===== src/rtl/seg_pkg.sv =====
// rtl/seg_pkg.sv - shared segment constants and digit-count limits for the scan controller
package seg_pkg;

    localparam int NUM_DIGITS_MIN = 2;
    localparam int NUM_DIGITS_MAX = 16;

    // Active-low {g,f,e,d,c,b,a}; all ones turns every segment off.
    localparam logic [6:0] SEG_BLANK = 7'b1111111;

    // Entry n holds the pattern for hex digit n.
    localparam logic [15:0][6:0] HEX_TABLE = {
        7'b0001110,  // F
        7'b0000110,  // E
        7'b0100001,  // d
        7'b1000110,  // C
        7'b0000011,  // b
        7'b0001000,  // A
        7'b0010000,  // 9
        7'b0000000,  // 8
        7'b1111000,  // 7
        7'b0000010,  // 6
        7'b0010010,  // 5
        7'b0011001,  // 4
        7'b0110000,  // 3
        7'b0100100,  // 2
        7'b1111001,  // 1
        7'b1000000   // 0
    };

endpackage


===== src/rtl/hex7seg.sv =====
// rtl/hex7seg.sv - combinational hex nibble to active-low seven-segment decoder
module hex7seg
    import seg_pkg::*;
(
    input  logic [3:0] nibble,
    output logic [6:0] seg
);

    assign seg = HEX_TABLE[nibble];

endmodule


===== src/rtl/seg_scan_ctrl.sv =====
// rtl/seg_scan_ctrl.sv - multiplexed seven-segment scan controller; SEG_LEADING_ZERO_BLANK_EN enables leading-zero blanking
module seg_scan_ctrl
    import seg_pkg::*;
#(
    parameter int NUM_DIGITS = 8,
    parameter int TICK_DIV   = 100000
) (
    input  logic                    clk,
    input  logic                    rst,
    input  logic                    en,
    input  logic [4*NUM_DIGITS-1:0] data,
    input  logic [NUM_DIGITS-1:0]   dp,
    input  logic [NUM_DIGITS-1:0]   digit_en,
    output logic [NUM_DIGITS-1:0]   an,
    output logic [6:0]              seg,
    output logic                    dp_n
);

    localparam int IW = $clog2(NUM_DIGITS);
    localparam int PW = $clog2(TICK_DIV);
    localparam logic [PW-1:0] PRE_LAST = PW'(TICK_DIV - 1);
    localparam logic [IW-1:0] IDX_LAST = IW'(NUM_DIGITS - 1);

    logic [PW-1:0]                 prescaler;
    logic [IW-1:0]                 idx;
    logic [NUM_DIGITS-1:0][3:0]    shadow_data;
    logic [NUM_DIGITS-1:0]         shadow_dp;
    logic                          tick;
    logic [3:0]                    cur_nibble;
    logic [6:0]                    cur_seg;
    logic                          lz_blank;
    logic                          lit;
    logic [NUM_DIGITS-1:0]         an_lit;

    assign tick       = (prescaler == PRE_LAST);
    assign cur_nibble = shadow_data[idx];

    hex7seg u_hex7seg (
        .nibble (cur_nibble),
        .seg    (cur_seg)
    );

`ifdef SEG_LEADING_ZERO_BLANK_EN
    logic zero_run;

    // Walk down from the top digit; a digit is blanked while every nibble from it upward is zero.
    always_comb begin
        zero_run = 1'b1;
        lz_blank = 1'b0;
        for (int i = NUM_DIGITS - 1; i >= 1; i--) begin
            zero_run = zero_run && (shadow_data[i] == 4'h0);
            if (IW'(i) == idx && zero_run) begin
                lz_blank = 1'b1;
            end
        end
    end
`else
    assign lz_blank = 1'b0;
`endif

    // en and digit_en are live so blanking reacts within one edge, unlike data/dp.
    assign lit = en && digit_en[idx] && !lz_blank;

    always_comb begin
        an_lit      = '1;
        an_lit[idx] = 1'b0;
    end

    always_ff @(posedge clk) begin
        if (rst) begin
            prescaler   <= '0;
            idx         <= '0;
            shadow_data <= '0;
            shadow_dp   <= '0;
            an          <= '1;
            seg         <= SEG_BLANK;
            dp_n        <= 1'b1;
        end else begin
            if (tick) begin
                prescaler <= '0;
                if (idx == IDX_LAST) begin
                    idx         <= '0;
                    shadow_data <= data;
                    shadow_dp   <= dp;
                end else begin
                    idx <= idx + IW'(1);
                end
            end else begin
                prescaler <= prescaler + PW'(1);
            end

            if (lit) begin
                an   <= an_lit;
                seg  <= cur_seg;
                dp_n <= ~shadow_dp[idx];
            end else begin
                an   <= '1;
                seg  <= SEG_BLANK;
                dp_n <= 1'b1;
            end
        end
    end

endmodule


===== config.mk =====
export PLATFORM = sky130hd
export DESIGN_NAME = seg_scan_ctrl
export DESIGN_NICKNAME = d
export VERILOG_FILES = /design/src/rtl/seg_pkg.sv /design/src/rtl/hex7seg.sv /design/src/rtl/seg_scan_ctrl.sv
export SDC_FILE = /design/constraint.sdc
export NUM_CORES = 1
export LEC_CHECK = 0
export ABC_CLOCK_PERIOD_IN_PS = 2400
export BUFFER_PORTS_ARGS = -buffer_cell sky130_fd_sc_hd__buf_2
export CELL_PAD_IN_SITES_DETAIL_PLACEMENT = 1
export CELL_PAD_IN_SITES_GLOBAL_PLACEMENT = 1
export CORE_AREA = 2 2 103 105
export CTS_BUF_LIST = sky130_fd_sc_hd__clkbuf_16
export DETAILED_ROUTE_END_ITERATION = 12
export DIE_AREA = 0 0 105 107
export PLACE_DENSITY = 0.85
export SLEW_MARGIN = 20
export SYNTH_ARGS = -nofsm -noshare
export SYNTH_HDL_FRONTEND = slang
export SYNTH_HIERARCHICAL = 1
export SYNTH_SLANG_ARGS = --single-unit

===== constraint.sdc =====
create_clock -name clk -period 2.4 [get_ports clk]
set_input_delay 0.12 -clock clk [delete_from_list [all_inputs] [get_ports clk]]
set_output_delay 0.12 -clock clk [all_outputs]
set_load 0.02 [all_outputs]

# ---- Word-level counts from Yosys, hierarchy flattened
# Memories as Yosys holds them, arrays and structs flattened. A register that Yosys moved wholly into a read port is not among the register bits.
# Cells that the tools add are included.
dict set report word_totals {
  n_memories 1
  out_inout_bits 16
  romBits 112
  inputBits 51
  register_bits 69
  wordCells 37
}
dict set report op_classes {
  bitwise_logic 3
  addsub 2
  muxes 9
  n_lt_le_gt_ge 2
  eq_ne 2
  n_reduce_logical 5
}
# name depth word_bits rd rd_clocked_by_memory_dff write_ports line_no
set mem_list {}
lappend mem_list {{(name not given)} 16 7 1 1 0 hex7seg.sv:9} ;# assign seg = HEX_TABLE[nibble];
# operator n
set ops {}
lappend ops {{adder 17 x 1 -> 17 bit, second input constant} 1}
lappend ops {{equality test 17 bit, second input constant} 1}
lappend ops {{binary-select mux 4 bit (select 3 bit)} 1}
lappend ops {{inverter 8 bit} 1}
lappend ops {{binary-select mux 1 bit (select 3 bit)} 2}
lappend ops {{less-than comparator 3 x 4 -> 1 bit, second input constant} 1}
lappend ops {{two-way mux 4 bit} 1}
lappend ops {{OR reduction 2 bit} 2}
lappend ops {{adder 3 x 1 -> 3 bit, second input constant} 1}
lappend ops {{demux 1 bit (select 3 bit)} 1}
lappend ops {{equality test 3 bit, second input constant} 1}
lappend ops {{greater-or-equal comparator 3 x 1 -> 1 bit, second input constant} 1}
lappend ops {{two-way mux 1 bit} 3}
lappend ops {{two-way mux 3 bit} 1}
lappend ops {{logical AND 1 bit} 2}
lappend ops {{inverter 1 bit} 2}
lappend ops {{AND reduction 2 bit} 1}

# ---- Depth between registers and ports, before layout
# Gate-level depths: netlist (run 1).
dict set report depth {
  word_depth 5
  depth_mapped 11
  depth_no_buf 8
}

# ---- By module
# The synthesis (run 1) kept the hierarchy.
# mod cells_each area_each_um2 n_inst seq_area_each_um2
set modules_own_cells {}
lappend modules_own_cells {seg_scan_ctrl 357 3472.1 1 1521.5}
lappend modules_own_cells {hex7seg 33 274.0 1 0.0}

# ---- Least setup slack after synthesis (run 1)
# Ideal clock, no wire load.
dict set report synth_timing {
  path_kind {reg-to-reg}
  from {register idx[1]}
  to {register seg[3]}
  synth_period_minus_slack_ps 2586
  setup_ps 127
  path_stages_with_launch 10
  arrival_ps 2459
  slack_ps -186
  required_ps 2273
  path_buffers 2
  cell_sequence {dfxtp_1 > buf_6 > buf_2 > mux4_2 > mux2_2 > inv_1 > ha_1 > inv_1 > mux4_1 > or3_1}
}
dict set report synth_between {
  elab_cells_between_ends 7
  cone_classes {mux (4); bitwise (1); reduce/logical (2)}
}
# item line_no
set synth_rtl {}
lappend synth_rtl {{start, declared} seg_scan_ctrl.sv:25} ;# logic [IW-1:0] idx;
lappend synth_rtl {{start signal, assigned} seg_scan_ctrl.sv:86} ;# idx <= idx + IW'(1);
lappend synth_rtl {{binary-select mux 4 bit (select 3 bit)} seg_scan_ctrl.sv:36} ;# assign cur_nibble = shadow_data[idx];
lappend synth_rtl {{two-way mux 4 bit (implied by the code)} seg_scan_ctrl.sv:36}
lappend synth_rtl {{net cur_nibble[0]} seg_scan_ctrl.sv:29} ;# logic [3:0] cur_nibble;
lappend synth_rtl {{end, declared} seg_scan_ctrl.sv:15} ;# output logic [6:0] seg,
# The timed path passes the listed nets, and every way through them passes these cells. The select of a mux whose other input is x is not followed.
# A chain may end at the register's enable or synchronous reset.

# ---- Worst setup path in the final report (run 1)
dict set report layout_timing {
  from {register idx[2]}
  to {register seg[3]}
}
# The elaborated chain is that of the path after synthesis.

==> impl_metrics.toml, run 1 <==
[logic_synthesis]
ys_types = 46
synth_area_leader_cell = "dfxtp_1"
avgSynthCellArea_um2 = 9.61
syn_nets = 451
synth-seq-cells = 76
syn_area_um2 = 3750
muxShareOfSynthArea_pct = 10.1
synthCells = 390
yosysTopAreaCellShare_pct = 40.6
synthArstFlopShare_pct = 0
synth_edf_count = 0
seq_area_frac_synth_pct = 40.6
synth_compound_area_share_pct = 14.1
yosys.area_share.simple_pct = 18.5
yosys-top-cells-area = "dfxtp_1 (41%), nand3_1 (6.5%), a21oi_1 (5.7%)"
synth_fa_ha_area_share_pct = 3.34
ys.flop_type = "dfxtp_1"
yosysWarnings = 6
synthXorXnorAreaFrac_pct = 3.51
synth_top_family_by_area = "simple AND/OR/NAND/NOR gates"

[timing]
finalHoldViolCount = 0
report.final.slew_viol_count = 0
slew_headroom_pct = 56.3
fin_skew_ps = 8.06
whs_ps = 42.3
finalSetupViolCount = 0
post-route-min-period_ps = 2370
fin_crit_sh_pct = 98.7
maxClockFrequency_ghz = 0.422
worst_pin_slew_ps = 655

[grt]
grt_max_degree = 42
grt_pass1_vias = 3370
gr-usage-all-layers_pct = 18.5
overflow = 0
grt_antenna_before_repair = 0
grt_pass1_wl_um = 16500

[cts]
htreeDepth = 3
cts_tree = "yes"
cts.sink_count = 76
insertion_delay_ps = 330
clkTransAtPathRegs_ps = 60
clockBufferDepth = 2
cts_buffers = 9
clock-root-buffer = "clkbuf_16"
hold_buffers = 0

[finish]
antenna_cells = 0
layout_commonest_cell = "dfxtp_1"
syn_to_final_growth_pct = 18.7
final_cell_mix = "dfxtp_1 (74), buf_2 (66), nand3_1 (49)"
finalNetCount = 517
fin_area_um2 = 4450
drive_gt1_share_pct = 29.5
n_fill_cell = 1200

[pwr]
power.leakage_nw = 1.59
switching_power_mw = 0.589
pwr-share-comb_pct = 3.5
clkPwrFrac_pct = 51.1
seqPwrFrac_pct = 45.4
total_power_mw = 2.81
netSwitchingFraction_pct = 21.0
cellPowerDensity_nw_per_um2 = 632
intPower_mw = 2.22
vdd_drop_max_mv = 0.347

[routing]
met3_length_um = 439
dr.pass1.iters = 4
drt-met1-wl_um = 4200
drc = 0
wl_met2_um = 5170
drtAntennaViolNets = 0
vias_per_cell = 5.32
routed_wl_um = 10000
wl_per_cell_um = 16.8
via_count = 3176
top_layer = "met4"
drt-initial-drc-count = 169

[floorplanning]
dieArea_um2 = 11200
die_w_um = 105
boundaryPins = 67
start_util_pct = 37.1
die_h_um = 107
num_rows = 37
core-area_um2 = 10100

[setup_path]
worstSetupPathType = "flip-flop to flip-flop"
crit_top_cell = "mux4_2"
timing.rr.end = "seg[3]"
slowest_stage = "mux4_2"
end_kind = "flip-flop"
crit_chain = "mux4_2 > mux2_4 > inv_4 > ha_4 > inv_2 > mux4_2 > or3_1"
cp_max_fo = 5
crit_arrival_ps = 2580
r2r_slack_ps = 30
crit_path_start_kind = "flip-flop"
r2r-start = "idx[2]"
worstPathRequired_ps = 2610
max_stage_delay_ps = 510
worst_r2r_path_depth = 7

[place]
dp_hpwl_um = 6940
place_area_um2 = 4070
routabilityCongestion = 0.882
portBuffers = 66

[job]
maxCapViolations = 0

[worst_hold_path]
hold_end = "shadow_data[18]"
whs_path_depth = 3
hp-class = "input pin to flip-flop"
hp-start = "data[18]"

[run_status]
status = "completed"
[flip-flops by register name, indices dropped and copies added (netlist names)]
name         flops
an               8
seg              7
idx              3
dp_n             1
shadow_dp        8
shadow_data     32
prescaler       17
[Yosys cell counts (2+ instances only)]
cell type and n:
o21ai_0 40, mux2i_1 9, or3_1 7, buf_2 4, a221oi_2 2, buf_12 5, nor3_1 5, buf_4 3
inv_1 10, nand4_1 7, and4_4 2, o221ai_1 2, mux4_2 8, dlygate4sd1_1 5, nand2b_1 4, dfxtp_1 76
nand3b_1 2, nor2b_1 2, nand3_1 49, and4bb_1 2, mux2_2 6, nor2_1 28, a21oi_1 43, xnor2_1 11
buf_6 3, clkbuf_1 6, nand2_1 8, nor4_1 5, dlygate4sd3_1 3, xor2_1 4, ha_1 10, clkbuf_8 4
nand4b_1 2
[what timing repair did]
| item | in CTS | in global routing |
|---|---|---|
| setup buffers | 0 | 5 |
| endpoints found under the setup margin | 2 | 40 |
| gates resized for setup | 3 | 4 |
| gates cloned | 0 | 1 |
[power groups by stage]
stage | sequential [mW] | clock [mW] | combinational [mW]
global placement | 1.30 | 0 | 0.0963
floorplan | 1.31 | 0 | 0.0403
finish | 1.27 | 1.43 | 0.0980
CTS | 1.28 | 1.46 | 0.0989
detailed placement | 1.31 | 0 | 0.0984
global route | 1.28 | 1.52 | 0.110
[per-stage QoR]
stage / TNS [ps] / cells / setup slack (ps) / utilization (%)
finish: 0 / 597 / 31.7 / 44.0
global route: -21.0 / 597 / -21.0 / 44.0
CTS: 0 / 591 / 14.6 / 43.5
detailed placement: -48.1 / 575 / -48.1 / 40.3
global placement: 0 / 575 / 44.8 / 40.3
floorplan: 0 / 390 / 3.10 / -
[cells by family (layout without fill, tap and decap cells)]
logic type | after synthesis | after routing
AO/OA/AOI/OAI | 94 | 94
XOR/XNOR | 15 | 15
adder cells (fa/ha/maj) | 10 | 10
buffers and inverters | 43 | 114
flip-flops | 76 | 76
multiplexers | 25 | 25
AND/OR/NAND/NOR | 127 | 127
[how the worst max path moves through the flow]
stage / depth (start not counted) / end / startpoint / slack (ps)
floorplan: 6 / seg[3] / idx[1] / 3
global placement: 7 / seg[3] / idx[2] / 40
detailed placement: 7 / seg[3] / idx[2] / -50
CTS: 7 / seg[3] / idx[2] / 10
global route: 7 / seg[3] / idx[2] / -20
finish: 7 / seg[3] / idx[2] / 30
[critical path, delay by kind of cell, from the launching register on]
kind	cells	cell delay [ps]
multiplexers	3	1270
flip-flops	1	380
AND/OR/NAND/NOR	1	360
adder cells (fa/ha/maj)	1	120
buffers and inverters	2	110
[routing by layer]
layer  up-vias  track usage [%]
met4         0             6.29
met5         -                0
li1       1538                -
met1      1546             20.9
met3        17             5.05
met2        75             33.6
[layout make-up]
cell class / instances / area [um^2] / area share [%]
multi-input cells: 271 / 1880 / 42.3
repair inverters: 1 / 7.51 / 0.169
flip-flops and latches: 76 / 1530 / 34.4
clock inverters: 7 / 91.3 / 2.05
clock buffers: 9 / 225 / 5.07
well taps: 136 / 170 / 3.83
inverters: 10 / 46.3 / 1.04
repair buffers: 87 / 495 / 11.1
No activity file was read; power rests on OpenSTA's default activity.
==> inputs of run 2 (changes only) <==
- GPL_TIMING_DRIVEN: unset -> 0
==> impl_metrics.toml, run 2 (same netlist as run 1, synthesis figures left out) <==
[finish]
regMostFlops = "shadow_data"
instances_no_fill = 619
final_cell_mix = "dfxtp_1 (74), buf_2 (66), nand3_1 (49)"
seq_area_um2 = 1530
syn_to_final_growth_pct = 24.9
layout_commonest_cell = "dfxtp_1"
largest_register_ffs = 32
top_regs = "shadow_data: 32 flops, prescaler: 17 flops"
drive_gt1_share_pct = 29.8
antenna_cells = 0
fin_area_um2 = 4680
finalNetCount = 539
n_fill_cell = 1200
multi_input_area_um2 = 1890

[pwr]
netSwitchingFraction_pct = 21.3
total_power_mw = 2.68
intPower_mw = 2.11
clkPwrFrac_pct = 48.5
pwr-share-comb_pct = 3.9
switching_power_mw = 0.571
vdd_drop_max_mv = 0.330
power.leakage_nw = 1.69
cellPowerDensity_nw_per_um2 = 573
seqPwrFrac_pct = 47.6

[routing]
vias_per_cell = 5.39
met3_length_um = 522
wl_met2_um = 5480
drc = 0
wl_per_cell_um = 17.6
top_layer = "met4"
via_count = 3334
routed_wl_um = 10900
drtAntennaViolNets = 0
drt-met1-wl_um = 4500
drt-initial-drc-count = 86
dr.pass1.iters = 4

[cts]
cts.sink_count = 76
clockBufferDepth = 2
htreeDepth = 3
cts_buffers = 9
insertion_delay_ps = 330
clkTransAtPathRegs_ps = 60
cts_tree = "yes"
clock-root-buffer = "clkbuf_16"

[grt]
grt_pass1_vias = 3625
grt_pass1_wl_um = 18000
overflow = 0
grt_max_degree = 13
grt_antenna_before_repair = 0
gr-usage-all-layers_pct = 20.3

[run_status]
status = "finished, violations left"
violations = "setup timing"

[setup_path]
worstSetupPathType = "flip-flop to flip-flop"
cp_max_fo = 5
worstPathRequired_ps = 2620
worst_r2r_path_depth = 8
end_kind = "flip-flop"
crit_arrival_ps = 2690
crit_path_start_kind = "flip-flop"

[timing]
setup_slack_ps = -67.4
report.final.slew_viol_count = 0
fin_skew_ps = 5.33
worst_pin_slew_ps = 574
slew_headroom_pct = 61.7
finalSetupViolCount = 3
finalHoldViolCount = 0
fin_crit_sh_pct = 103
rsz0062_at_grt = "true"
final.setup.tns_ps = -132
post-route-min-period_ps = 2470
maxClockFrequency_ghz = 0.405
whs_ps = 17.5

[floorplanning]
core-area_um2 = 10100
start_util_pct = 37.1
die_h_um = 107
die_w_um = 105
dieArea_um2 = 11200
boundaryPins = 67
num_rows = 37

[place]
dp_hpwl_um = 7370
routabilityCongestion = 0.767
place_area_um2 = 4270
portBuffers = 65
dpl.cell_count = 591

[worst_hold_path]
whs_path_depth = 2
hp-class = "input pin to flip-flop"

[job]
maxCapViolations = 0
==> run 2: cell count changes in the layout (fill, tap and decap cells not counted), sizes merged, moves of 3 or more <==
cell	before	now
clkinvlp	4	1
dlygate4sd1	0	5
dlygate4sd3	0	3
clkinv	1	5
clkbuf	9	20
buf	87	91
==> run 2: cell type report <==
class / count / area share [%]
clock inverters: 7 / 1.23
repair buffers: 78 / 9.04
clock buffers: 9 / 4.81
inverters: 10 / 0.909
well taps: 136 / 3.64
plain buffers: 32 / 7.27
multi-input cells: 271 / 40.5
flip-flops and latches: 76 / 32.6
==> run 2: final timing paths <==
check / endpoint / slack (ps) / from
hold reg to reg: shadow_data[11] / 480 / shadow_data[11]
setup / recovery: seg[3] / -70 / idx[2]
hold / removal: shadow_data[6] / 20 / rst
setup reg to reg: seg[3] / -70 / idx[2]
==> run 2: what timing repair did <==
action	4_1_cts	5_1_grt
hold buffers	0	0
setup buffers	11	2
gates resized for setup	10	5
setup endpoints to repair	7	7
pin swaps	0	2
==> run 2: per-layer routing <==
layer | global-route usage (%) | vias to the layer above
met4 | 10.7 | 0
met2 | 36.0 | 94
met3 | 4.92 | 33
li1 | - | 1584
met5 | 0 | -
met1 | 22.5 | 1623
==> run 2: power by group through the flow <==
stage / clock [mW] / combinational, mW / sequential (mW)
after global placement: 0 / 0.102 / 1.30
final: 1.30 / 0.105 / 1.28
after global routing: 1.38 / 0.116 / 1.28
after detailed placement: 0 / 0.105 / 1.30
after CTS: 1.31 / 0.106 / 1.28
after floorplan: 0 / 0.0403 / 1.31
==> run 2: critical path, stage by stage, from the launching register on <==
cell and delay (ps):
dfxtp_2 340, buf_6 130, mux4_2 520, mux2_4 340
inv_4 80, ha_4 120, inv_2 40, mux4_2 450
or3_1 350
==> run 2: stage by stage <==
step / utilization (%) / setup slack (ps)
floorplan: - / 3.10
detailed placement: 42.3 / -207
global route: 46.4 / -125
global placement: 42.3 / -150
finish: 46.4 / -67.4
CTS: 46.3 / -46.5
==> inputs of run 3 (changes only) <==
- BUFFER_PORTS_ARGS: -buffer_cell sky130_fd_sc_hd__buf_2 -> -buffer_cell sky130_fd_sc_hd__buf_4
==> impl_metrics.toml, run 3 (same netlist as run 1, synthesis figures left out) <==
[place]
place_ws_ps = -279
portBuffers = 65
dp_hpwl_um = 7800
routabilityCongestion = 0.761
place_area_um2 = 4430

[pwr]
total_power_mw = 2.73
vdd_drop_max_mv = 0.327
cellPowerDensity_nw_per_um2 = 559
power.leakage_nw = 1.78

[setup_path]
worstPathRequired_ps = 2610
path_buf_inv = 3
crit_top_cell = "mux4_2"
cp_max_fo = 5
crit_arrival_ps = 2740
timing.rr.end = "seg[3]"
end_kind = "flip-flop"
crit_path_start_kind = "flip-flop"
r2r_slack_ps = -130
slowest_stage = "mux4_2"
worst_r2r_path_depth = 8
max_stage_delay_ps = 520
cp_top_family = "multiplexers"
r2r-start = "idx[2]"
crit_chain = "buf_6 > mux4_2 > mux2_4 > inv_4 > ha_4 > inv_2 > mux4_2 > or3_1"
worstSetupPathType = "flip-flop to flip-flop"

[finish]
largest_register_ffs = 32
top_regs = "shadow_data: 32 flops, prescaler: 17 flops"
antenna_cells = 0
fin_area_um2 = 4890
layout_commonest_cell = "buf_4"
drive_gt1_share_pct = 31.1
final_cell_mix = "buf_4 (82), dfxtp_1 (74), nand3_1 (49)"
finalNetCount = 542
regMostFlops = "shadow_data"
syn_to_final_growth_pct = 30.5

[timing]
worst_pin_slew_ps = 586
maxClockFrequency_ghz = 0.395
post-route-min-period_ps = 2530
report.final.slew_viol_count = 0
fin_skew_ps = 9.06
finalHoldViolCount = 0
finalSetupViolCount = 5
fin_crit_sh_pct = 105
setup_slack_ps = -131
rsz0062_at_grt = "true"
slew_headroom_pct = 60.9

[routing]
drtAntennaViolNets = 0
dr.pass1.iters = 4
via_count = 3316
vias_per_cell = 5.34
drc = 0
routed_wl_um = 11700
drt-initial-drc-count = 113
wl_per_cell_um = 18.8

[worst_hold_path]
whs_path_depth = 2
hp-class = "input pin to flip-flop"
hold_end = "shadow_data[6]"
hp-start = "rst"

[floorplanning]
num_rows = 37
die_w_um = 105
start_util_pct = 37.1
boundaryPins = 67
die_h_um = 107
dieArea_um2 = 11200
core-area_um2 = 10100

[grt]
gr-usage-all-layers_pct = 20.7
overflow = 0
grt_pass1_wl_um = 18500
grt_antenna_before_repair = 0
grt_pass1_vias = 3556
grt_max_degree = 13

[run_status]
violations = "setup timing"
status = "finished, violations left"

[cts]
insertion_delay_ps = 330
clock-root-buffer = "clkbuf_16"
cts_buffers = 9
clkTransAtPathRegs_ps = 60
clockBufferDepth = 2
cts.sink_count = 76
htreeDepth = 3
cts_tree = "yes"

[job]
maxCapViolations = 0
run 3: cell count changes in the layout (fill, tap and decap cells not counted), sizes merged:
cell      change
buf           +4
clkbuf        -1
clkinv        -3
clkinvlp      +1
inv           +1
run 3: routing by layer:
layer  share of wire, %  global-route usage, %  vias up
met3                4.8                   4.32       23
met4                3.1                   6.67        0
li1                   -                      -     1585
met2                 51                   37.8       95
met1                 41                   24.2     1613
met5                  0                      0        -
run 3: layout make-up:
type	count	area (um^2)
fill	1188	5200
multi-input combinational	271	1910
sequential	76	1530
timing repair buffer	80	601
buffer	33	358
clock buffer	9	225
tap	136	170
clock inverter	6	57.6
inverter	10	42.5
run 3: repair_timing:
action,4_1_cts,5_1_grt
setup buffers,13,2
resized for setup,12,7
hold buffers,0,0
setup endpoints to repair,7,7
pin swaps,3,3
run 3: worst max path at each step:
stage | startpoint | end | slack, ps | cells after the start
final | idx[2] | seg[3] | -130 | 8
after global routing | idx[2] | seg[3] | -180 | 8
after CTS | idx[2] | seg[3] | -40 | 8
after detailed placement | idx[2] | seg[6] | -280 | 8
after global placement | idx[2] | seg[3] | -150 | 7
after floorplan | idx[1] | seg[3] | 3 | 6
run 3: worst register-to-register path, delay by kind of cell (launching register included):
family	cells	cell delay, ps
and+or+nand+nor	1	360
adders and majority gates	1	130
buffers and inverters	3	270
DFF	1	330
muxes	3	1320
run 3: stage by stage:
| stage | util (%) | TNS (ps) | hold slack, ps | instances |
|---|---|---|---|---|
| after CTS | 48.1 | -72.4 | 6.15 | 619 |
| after detailed placement | 43.9 | -941 | 360 | 591 |
| after floorplan | - | 0 | 268 | 390 |
| after global placement | 43.9 | -417 | 351 | 591 |
| after global routing | 48.4 | -808 | 6.36 | 621 |
| final | 48.4 | -328 | 5.34 | 621 |
run 3: power breakdown:
| group | leakage (nW) | internal, mW | switching (mW) | total, mW |
|---|---|---|---|---|
| Clock | 0.136 | 0.790 | 0.534 | 1.32 |
| Combinational | 1.03 | 0.0750 | 0.0553 | 0.130 |
| Sequential | 0.616 | 1.27 | 0.00668 | 1.28 |
